==> src/rtl/if_stage.sv <==
// if_stage: instruction-fetch stage with single-outstanding imem requests and the IF/ID register
module if_stage #(
  parameter logic [31:0] RESET_PC   = 32'h0000_0000,
  parameter logic [31:0] EXC_VECTOR = 32'h0000_0100,
  parameter logic [31:0] NOP_INST   = 32'h0000_0013
) (
  input  logic        clk,
  input  logic        rst,
  input  logic [1:0]  pc_src,
  input  logic [31:0] pfc,
  input  logic        pc_write,
  input  logic        if_id_write,
  input  logic        id_flush,
  output logic        imem_req,
  output logic [31:0] imem_addr,
  input  logic [31:0] imem_rdata,
  input  logic        imem_valid,
  output logic [31:0] if_id_pc,
  output logic [31:0] if_id_inst,
  output logic        if_id_valid,
  output logic [6:0]  if_id_opcode
);
  typedef enum logic [1:0] {ISSUE, WAIT, HOLD, DROP} state_t;
  state_t state, state_nxt;
  logic [31:0] fetch_pc, pc_nxt, pc_inc, target, hold_q;
  logic redirect, take, capture, load;
  assign imem_req = rst & (state == ISSUE);
  assign imem_addr = fetch_pc;
  assign if_id_opcode = if_id_inst[6:0];
  always_comb begin
    redirect = pc_write & (pc_src == 2'b01 | pc_src == 2'b10);
    target = {(pc_src == 2'b10 ? EXC_VECTOR[31:2] : pfc[31:2]), 2'b00};
    pc_inc = fetch_pc + 32'd4;
    take = !redirect & ((state == WAIT & imem_valid) | state == HOLD);
    capture = take & (state == WAIT) & !id_flush & !if_id_write;
    load = take & !id_flush & if_id_write;
    state_nxt = state;
    pc_nxt = fetch_pc;
    case (state)
      ISSUE: begin
        state_nxt = redirect ? DROP : WAIT;
        pc_nxt = redirect ? target : fetch_pc;
      end
      WAIT: begin
        if (redirect) begin
          pc_nxt = target;
          state_nxt = imem_valid ? ISSUE : DROP;
        end else if (imem_valid) begin
          state_nxt = capture ? HOLD : ISSUE;
          pc_nxt = capture ? fetch_pc : pc_inc;
        end
      end
      HOLD: begin
        if (redirect) begin
          pc_nxt = target;
          state_nxt = ISSUE;
        end else if (id_flush | if_id_write) begin
          pc_nxt = pc_inc;
          state_nxt = ISSUE;
        end
      end
      default: begin
        pc_nxt = redirect ? target : fetch_pc;
        state_nxt = imem_valid ? ISSUE : DROP;
      end
    endcase
  end
  always_ff @(posedge clk or negedge rst) begin
    if (!rst) begin
      state <= ISSUE;
      fetch_pc <= RESET_PC;
      hold_q <= '0;
      if_id_pc <= '0;
      if_id_inst <= NOP_INST;
      if_id_valid <= 1'b0;
    end else begin
      state <= state_nxt;
      fetch_pc <= pc_nxt;
      if (capture) hold_q <= imem_rdata;
      if (load) if_id_pc <= fetch_pc;
      if (id_flush | if_id_write) begin
        if_id_valid <= load;
        if_id_inst <= load ? (state == HOLD ? hold_q : imem_rdata) : NOP_INST;
      end
    end
  end
endmodule

==> config.mk <==
export PLATFORM = sky130hd
export DESIGN_NAME = if_stage
export DESIGN_NICKNAME = d
export VERILOG_FILES = /design/src/rtl/if_stage.sv
export SDC_FILE = /design/constraint.sdc
export NUM_CORES = 1
export LEC_CHECK = 0
export CORE_AREA = 2 2 118 120
export CTS_CLUSTER_SIZE = 28
export DETAILED_ROUTE_END_ITERATION = 6
export DIE_AREA = 0 0 120 122
export PLACE_DENSITY = 0.79
export SETUP_SLACK_MARGIN = 0.15
export SLEW_MARGIN = 20
export SYNTH_ARGS = -nofsm -noshare
export SYNTH_HDL_FRONTEND = slang
export SYNTH_SLANG_ARGS = --single-unit
export TNS_END_PERCENT = 1
==> constraint.sdc <==
create_clock -name clk -period 2.25 [get_ports clk]
set_input_delay 0.675 -clock clk [delete_from_list [all_inputs] [get_ports clk]]
set_output_delay 0.675 -clock clk [all_outputs]
set_load 0.03 [all_outputs]
Word-level counts from Yosys, hierarchy flattened
Cells that the tools add are included.

Bitwise logic cells: 12. Multiplexer cells: 18. Equal/unequal tests: 7. Reductions and logical operators: 7. $add $sub $neg: 1.

Operator list (count): 2-to-1 mux 32 bit (8); case mux 32 bit (2 select lines) (1); adder 32 x 3 -> 32 bit (second input constant) (1); 2-to-1 mux 30 bit (1); 2-to-1 mux 2 bit (7); AND 1 bit (9); inequality test 3 bit (second input constant) (2); case mux 2 bit (3 select lines) (1); == test 2 x 1 -> 1 bit (second input constant) (2); == test 2 bit (second input constant) (2); AND reduction 4 bit (1); logical NOT 1 bit (3); inequality test 3 x 2 -> 1 bit (second input constant) (1); OR 1 bit (3); nonzero test 3 bit (1); logical NOT 2 bit (1); AND reduction 2 bit (1).

Output and inout bits: 105. Register bits after elaboration: 131. Input port bits: 72.

Logic depth before layout (Yosys ltp)
Gate-level depths: netlist (run 1).

Depth in word-level cells: 12. Depth in mapped cells: 9. Gate-level depth less buffers: 7.

Worst setup path after synthesis (run 1)
Ideal clock, no wire load.

Kind: in2reg. Start point: input port pc_src[0]. End point: register hold_q[10]. Buffers on the path: 3. Arrival time: 2.274 ns. Setup slack: -0.149 ns. Data required time: 2.125 ns. Stages: 8. Setup time: 0.125 ns. Cell sequence: inv_1 > ha_1 > nor2b_1 > clkbuf_1 > or4_4 > buf_6 > buf_12 > mux2_4.

Word-level cells in the longest chain between the ends: 8. Elaborated cells between the ends (all ways): 9.

RTL lines: from (decl) (RTL line 9) `input logic [1:0] pc_src,`; == test 2 x 1 -> 1 bit or == test 2 bit (tied branches) (RTL line 31) `redirect = pc_write & (pc_src == 2'b01 | pc_src == 2'b10);`; OR 1 bit (*) (RTL line 31); AND 1 bit (*) (RTL line 31); logical NOT 1 bit (*) (RTL line 34) `take = !redirect & ((state == WAIT & imem_valid) | state == HOLD);`; AND 1 bit (*) (RTL line 34); AND 1 bit (*) (3 in series) (RTL line 35) `capture = take & (state == WAIT) & !id_flush & !if_id_write;`; to (signal assigned) (RTL line 79) `if (capture) hold_q <= imem_rdata;`; to (decl) (RTL line 25) `logic [31:0] fetch_pc, pc_nxt, pc_inc, target, hold_q;`.

Mark *: on every way between the ends. The rest lies on a longest branch, timed or not. A chain may end at the register's enable or synchronous reset.

Worst setup path in the final report (run 1)
Start point: register if_id_inst[18]. End point: output port if_id_inst[18].

RTL lines: from (decl) (RTL line 19) `output logic [31:0] if_id_inst,`; from (signal assigned) (RTL line 83) `if_id_inst <= load ? (state == HOLD ? hold_q : imem_rdata) : NOP_INST;`.

No word-level cell between the ends.

==> flow_metrics.tcl, run 1 <==
set metrics [dict create \
    synth_ff_type "dfrtp_1" \
    powerDensity_mw_per_mm2 1386 \
    fmax_ghz 0.4797 \
    netlist_instances 641 \
    netSwitchingFraction_pct 40.53 \
    antenna_cells 0 \
    grt_pass1_wl_microns 31620 \
    overflow 0 \
    synth_area_leader_cell "dfrtp_1" \
    finalWorstSetupSlack_ps 165.2 \
    finalCriticalPeriod_ps 2085 \
    synth_area_sq_mm 0.006332 \
    ys_seq_elements 127 \
    clkSinkCount 127 \
    min_period_over_period_pct 92.66 \
    portBuffers 170 \
    p_int_mw 7.521 \
    start_util_pct 46.89 \
    drt_iter0_markers 606 \
    crit_path_cell_trace "clkdlybuf4s50_1" \
    synth.distinct_cells 53 \
    crit_fanout 2 \
    switchingPower_mw 5.126 \
    slew_headroom_pct 53.49 \
    finalHoldViolations 0 \
    dpl.hpwl_microns 13310 \
    antenna_found_initial 0 \
    tightestPinTransition_ps 697.7 \
    setup_viol_count_final 0 \
    wl_per_cell_microns 19.12 \
    clkSlewWorstSetupHoldPaths_ps 60 \
    crit_required_ps 1570 \
    drv_cap 0 \
    fin_worst_skew_ps 4.575 \
    die-area_sq_mm 0.01464 \
    cts_buffers 17 \
    drive_gt1_share_pct 16.82 \
    pwr-share-comb_pct 43.7 \
    syn_avg_cell_area_sq_um 9.879 \
    gp_congestion 0.9313 \
    htreeDepth 4 \
    crit_buf_inv 1 \
    endpoint_kind "output pin" \
    cts_tree "built" \
    yosys-top-cells-area "dfrtp_1, nand2_1, mux2_4" \
    p_leak_nw 4.409 \
    viasPerCell 5.703 \
    cts_buffer_depth 2 \
    critPathTopFamily "buffers and inverters" \
    synth_edf_count 0 \
    final_core_util_pct 67.58 \
    die_y_microns 122 \
    yosysWarnings 0 \
    num_vias 5874 \
    grt_use_total_pct 27.73 \
    syn2layout_area_growth_pct 44.12 \
    fin_nets 915 \
    async_flop_share_pct 100.0 \
    pwr-share-seq_pct 31.2 \
    core_sq_mm 0.01350 \
    first_global_vias 6052 \
    rows 43 \
    status "finished, final reports clean" \
    die_w_microns 120 \
    drv_slew 0 \
    power_mw 12.65 \
    ir_drop_v 0.0006705 \
    yosysSeqAreaShare_pct 50.25 \
    remaining_drc_errors 0 \
    drtPass1Iterations 5 \
    holdCritPathClass "input pin to asynchronous set/reset pin" \
    hold_slack_ps 378.2 \
    yosys.area.top_type_share_pct 49.00 \
    rsz0062_at_grt "true" \
    start_kind "flop" \
    drt-total-wl_microns 19690 \
    worstSetupPathType "flop to output pin" \
    clkPwrFrac_pct 25.0 \
    slowest_delay_ps 660 \
    dp_slack_ps -627.6 \
    crit_arrival_ps 1410 \
    io_pins 177 \
    final_antenna_net_count 0 \
    critPathSlowestCell "clkdlybuf4s50_1" \
    cts_root_buffer "clkbuf_16" \
    clkLatencyLatePin_ps 410 \
    grt_max_degree 128 \
]
## area by class of cell
cell class                      count  area [sq um]
Fill cell                        1077          4378
Sequential cell                   127          3182
Multi-Input combinational cell    457          2890
Timing Repair Buffer              223          2102
Clock buffer                       20         446.7
Clock inverter                     12         231.5
Tap cell                          180         225.2
Inverter                           11         48.80
## sequential cells by signal, indices dropped and copies added, names as in the netlist
signal and cells:
hold_q 32, if_id_valid 1, if_id_inst 32, imem_addr 30, if_id_pc 30, state 2
## cells by family (layout without fill, tap and decap cells)
kind of cell	count (synthesis)	in the layout	synth area share, %
flip-flops	127	127	50.25
other	1	4	0.05922
AO/OA/AOI/OAI	137	137	12.45
AND/OR/NAND/NOR	241	241	17.33
multiplexers	69	69	13.36
buffers and inverters	60	266	5.374
adder cells (fa/ha/maj)	6	6	1.186
## cells in the mapped netlist, types with 7 or more instances
cell / count
nand2_1: 144
o21ai_0: 59
and3_1: 7
buf_4: 11
nor2_1: 26
dfrtp_1: 124
nand4_1: 8
nor3_1: 13
a31oi_1: 8
mux2_4: 30
inv_1: 11
a21oi_1: 41
clkbuf_1: 23
mux2i_1: 35
nand3_1: 15
buf_2: 7
## repair_timing
action                                 4_1_cts  5_1_grt
endpoints found under the hold margin        0        0
gates cloned                                 2        0
setup endpoints to repair                  224       56
pin swaps                                    1        0
buffers inserted                             1        0
hold buffers                                 0        0
resized for setup                          117        5
## worst paths after layout
| kind | from | slack [ps] | cells after the start | end |
|---|---|---|---|---|
| hold / removal | rst | 380 | 2 | if_id_pc[6] |
| max in group asynchronous | rst | 1340 | 2 | if_id_pc[25] |
| hold reg to reg | if_id_pc[10] | 470 | 2 | if_id_pc[10] |
| min in group clk | if_id_pc[10] | 470 | 2 | if_id_pc[10] |
| setup / recovery | if_id_inst[18] | 170 | 1 | if_id_inst[18] |
| setup reg to reg | state[1] | 170 | 6 | hold_q[26] |
## power by group through the flow
stage	clock network (mW)	registers, mW	logic [mW]
after global routing	3.32	4.06	5.91
final	3.17	3.95	5.53
after detailed placement	0	3.96	5.76
after CTS	3.20	3.93	5.49
after global placement	0	3.89	5.58
after floorplan	0	4.85	2.40
## layout by cell type (no fill, tap or decap), drive strengths merged, types with 4 or more instances in the layout
master         instances
clkdlybuf4s50         64
mux2                  34
bufinv                 6
inv                   13
clkbuf                20
conb                   4
nand2                144
nor3                  13
a31oi                  8
dlygate4sd2          103
nor4                   5
o2bb2ai                4
buf                   54
and4                   6
mux2i                 35
o21ai                 59
nand4                  8
dfrtp                124
a21oi                 41
and3                   7
ha                     6
nand3                 15
nor2                  26
## through the flow
step           instances  instance area (sq um)  TNS, ps
2_1_floorplan        644                   6367    -1358
3_3_place_gp         995                   8454   -59110
3_5_place_dp         995                   8454   -63340
4_1_cts             1030                   9099        0
5_1_grt             1030                   9126        0
6_report            1030                   9126        0
## per-layer routing
metal	share of wire (%)	track usage, %	wire, microns
met1	41	36.06	7988
met3	8.6	5.993	1693
met2	48	45.63	9491
met5	0	0	0
met4	2.6	10.51	516
No activity file was read; power rests on OpenSTA's default activity.
==> inputs of run 2 (changes only) <==
REMOVE_ABC_BUFFERS = 1   (was default)
==> flow_metrics.tcl, run 2 (synthesis results as in run 1) <==
set metrics [dict create \
    htreeDepth 4 \
    tightestPinTransition_ps 687.8 \
    cts_buffers 17 \
    viasPerCell 5.623 \
    hold_slack_ps 345.2 \
    start_util_pct 46.89 \
    core_sq_mm 0.01350 \
    endpoint_kind "flop" \
    die-area_sq_mm 0.01464 \
    route.met3.wl_microns 1439 \
    status "finished, final reports clean" \
    min_period_over_period_pct 93.81 \
    grt_use_total_pct 25.99 \
    drv_slew 0 \
    start_kind "input pin" \
    cts_buffer_depth 2 \
    overflow 0 \
    holdBufCountCts 0 \
    clkSinkCount 127 \
    fin_nets 922 \
    crit_required_ps 2560 \
    drive_gt1_share_pct 17.85 \
    powerDensity_mw_per_mm2 1354 \
    die_y_microns 122 \
    portBuffers 170 \
    holdCritPathClass "input pin to asynchronous set/reset pin" \
    drt-total-wl_microns 18590 \
    clkSlewWorstSetupHoldPaths_ps 60 \
    finalCriticalPeriod_ps 2111 \
    first_global_vias 5878 \
    rsz0062_at_grt "true" \
    finalHoldViolations 0 \
    final_antenna_net_count 0 \
    io_pins 177 \
    crit_arrival_ps 2420 \
    antenna_cells 0 \
    p_leak_nw 4.441 \
    finalWorstSetupSlack_ps 139.2 \
    clkLatencyLatePin_ps 430 \
    grt_pass1_wl_microns 29790 \
    final_common_cell "nand2_1" \
    fin_worst_skew_ps 8.545 \
    antenna_found_initial 0 \
    ir_drop_v 0.0007743 \
    cts_root_buffer "clkbuf_16" \
    crit_fanout 10 \
    layout_common_cells "nand2_1, dfrtp_1, dlygate4sd2_1" \
    wl_per_cell_microns 17.93 \
    drt_iter0_markers 520 \
    cts_tree "built" \
    die_w_microns 120 \
    rows 43 \
    drv_cap 0 \
    fillCellCount 1058 \
    grt_max_degree 128 \
    dp_slack_ps -643.4 \
    setup_viol_count_final 0 \
    gp_congestion 0.8943 \
    wl_met2_microns 8970 \
    dpl.hpwl_microns 12650 \
    top_layer "met4" \
    largest_registers "hold_q (32), if_id_inst (32)" \
    remaining_drc_errors 0 \
    slew_headroom_pct 54.15 \
    worstSetupPathType "input pin to flop" \
    met1_length_microns 7708 \
    num_vias 5831 \
    fmax_ghz 0.4737 \
    syn2layout_area_growth_pct 44.68 \
    drtPass1Iterations 7 \
]
run 2: worst paths after layout:
| check | from | end | slack (ps) | depth (start not counted) |
|---|---|---|---|---|
| worst max-delay path | imem_valid | hold_q[27] | 140 | 6 |
| worst min-delay path | rst | if_id_pc[19] | 350 | 2 |
| worst max register to register | state[1] | hold_q[27] | 160 | 7 |
| worst min register to register | if_id_pc[12] | if_id_pc[12] | 470 | 2 |
| max in group asynchronous | rst | state[0] | 1340 | 2 |
| min in group clk | if_id_pc[12] | if_id_pc[12] | 470 | 2 |
run 2: worst max-delay path: stages:
cell and delay (ps):
clkdlybuf4s50_1 550, nor2_1 90, or4_4 510, buf_6 160, buf_12 140, mux2_4 300
run 2: cell type report:
class                   count  area (sq um)  share of cell area (%)
clock inverters            10         157.7                   1.721
multi-input cells         457          2893                   31.58
repair buffers            230          2177                   23.76
inverters                  11         41.29                  0.4507
flip-flops and latches    127          3183                   34.74
well taps                 180         225.2                   2.458
clock buffers              22         484.2                   5.285
run 2: routing by layer:
metal | vias to the layer above | global-route usage [%]
met5 | - | 0
met4 | 0 | 10.81
met3 | 40 | 6.788
met2 | 295 | 42.29
met1 | 2852 | 33.04
li1 | 2644 | -
run 2: repair_timing:
item,in CTS,in global routing
buffers inserted,4,0
gates cloned,1,0
setup endpoints to repair,228,39
gates resized for setup,128,2
pin swaps,3,0
run 2: per-stage QoR:
stage	setup TNS [ps]	utilization, %	power, mW	std cells	cell area, sq um
floorplan	-134960	-	7.126	595	6045
global placement	-64060	63.07	9.505	1000	8517
detailed placement	-68270	63.07	9.682	1000	8517
CTS	0	67.78	12.39	1037	9153
global route	0	67.84	13.02	1037	9161
finish	0	67.84	12.40	1037	9161
run 2: power breakdown:
| part | internal [mW] | switching (mW) |
|---|---|---|
| Clock | 1.97 | 1.02 |
| Sequential | 3.15 | 0.808 |
| Combinational | 2.31 | 3.16 |
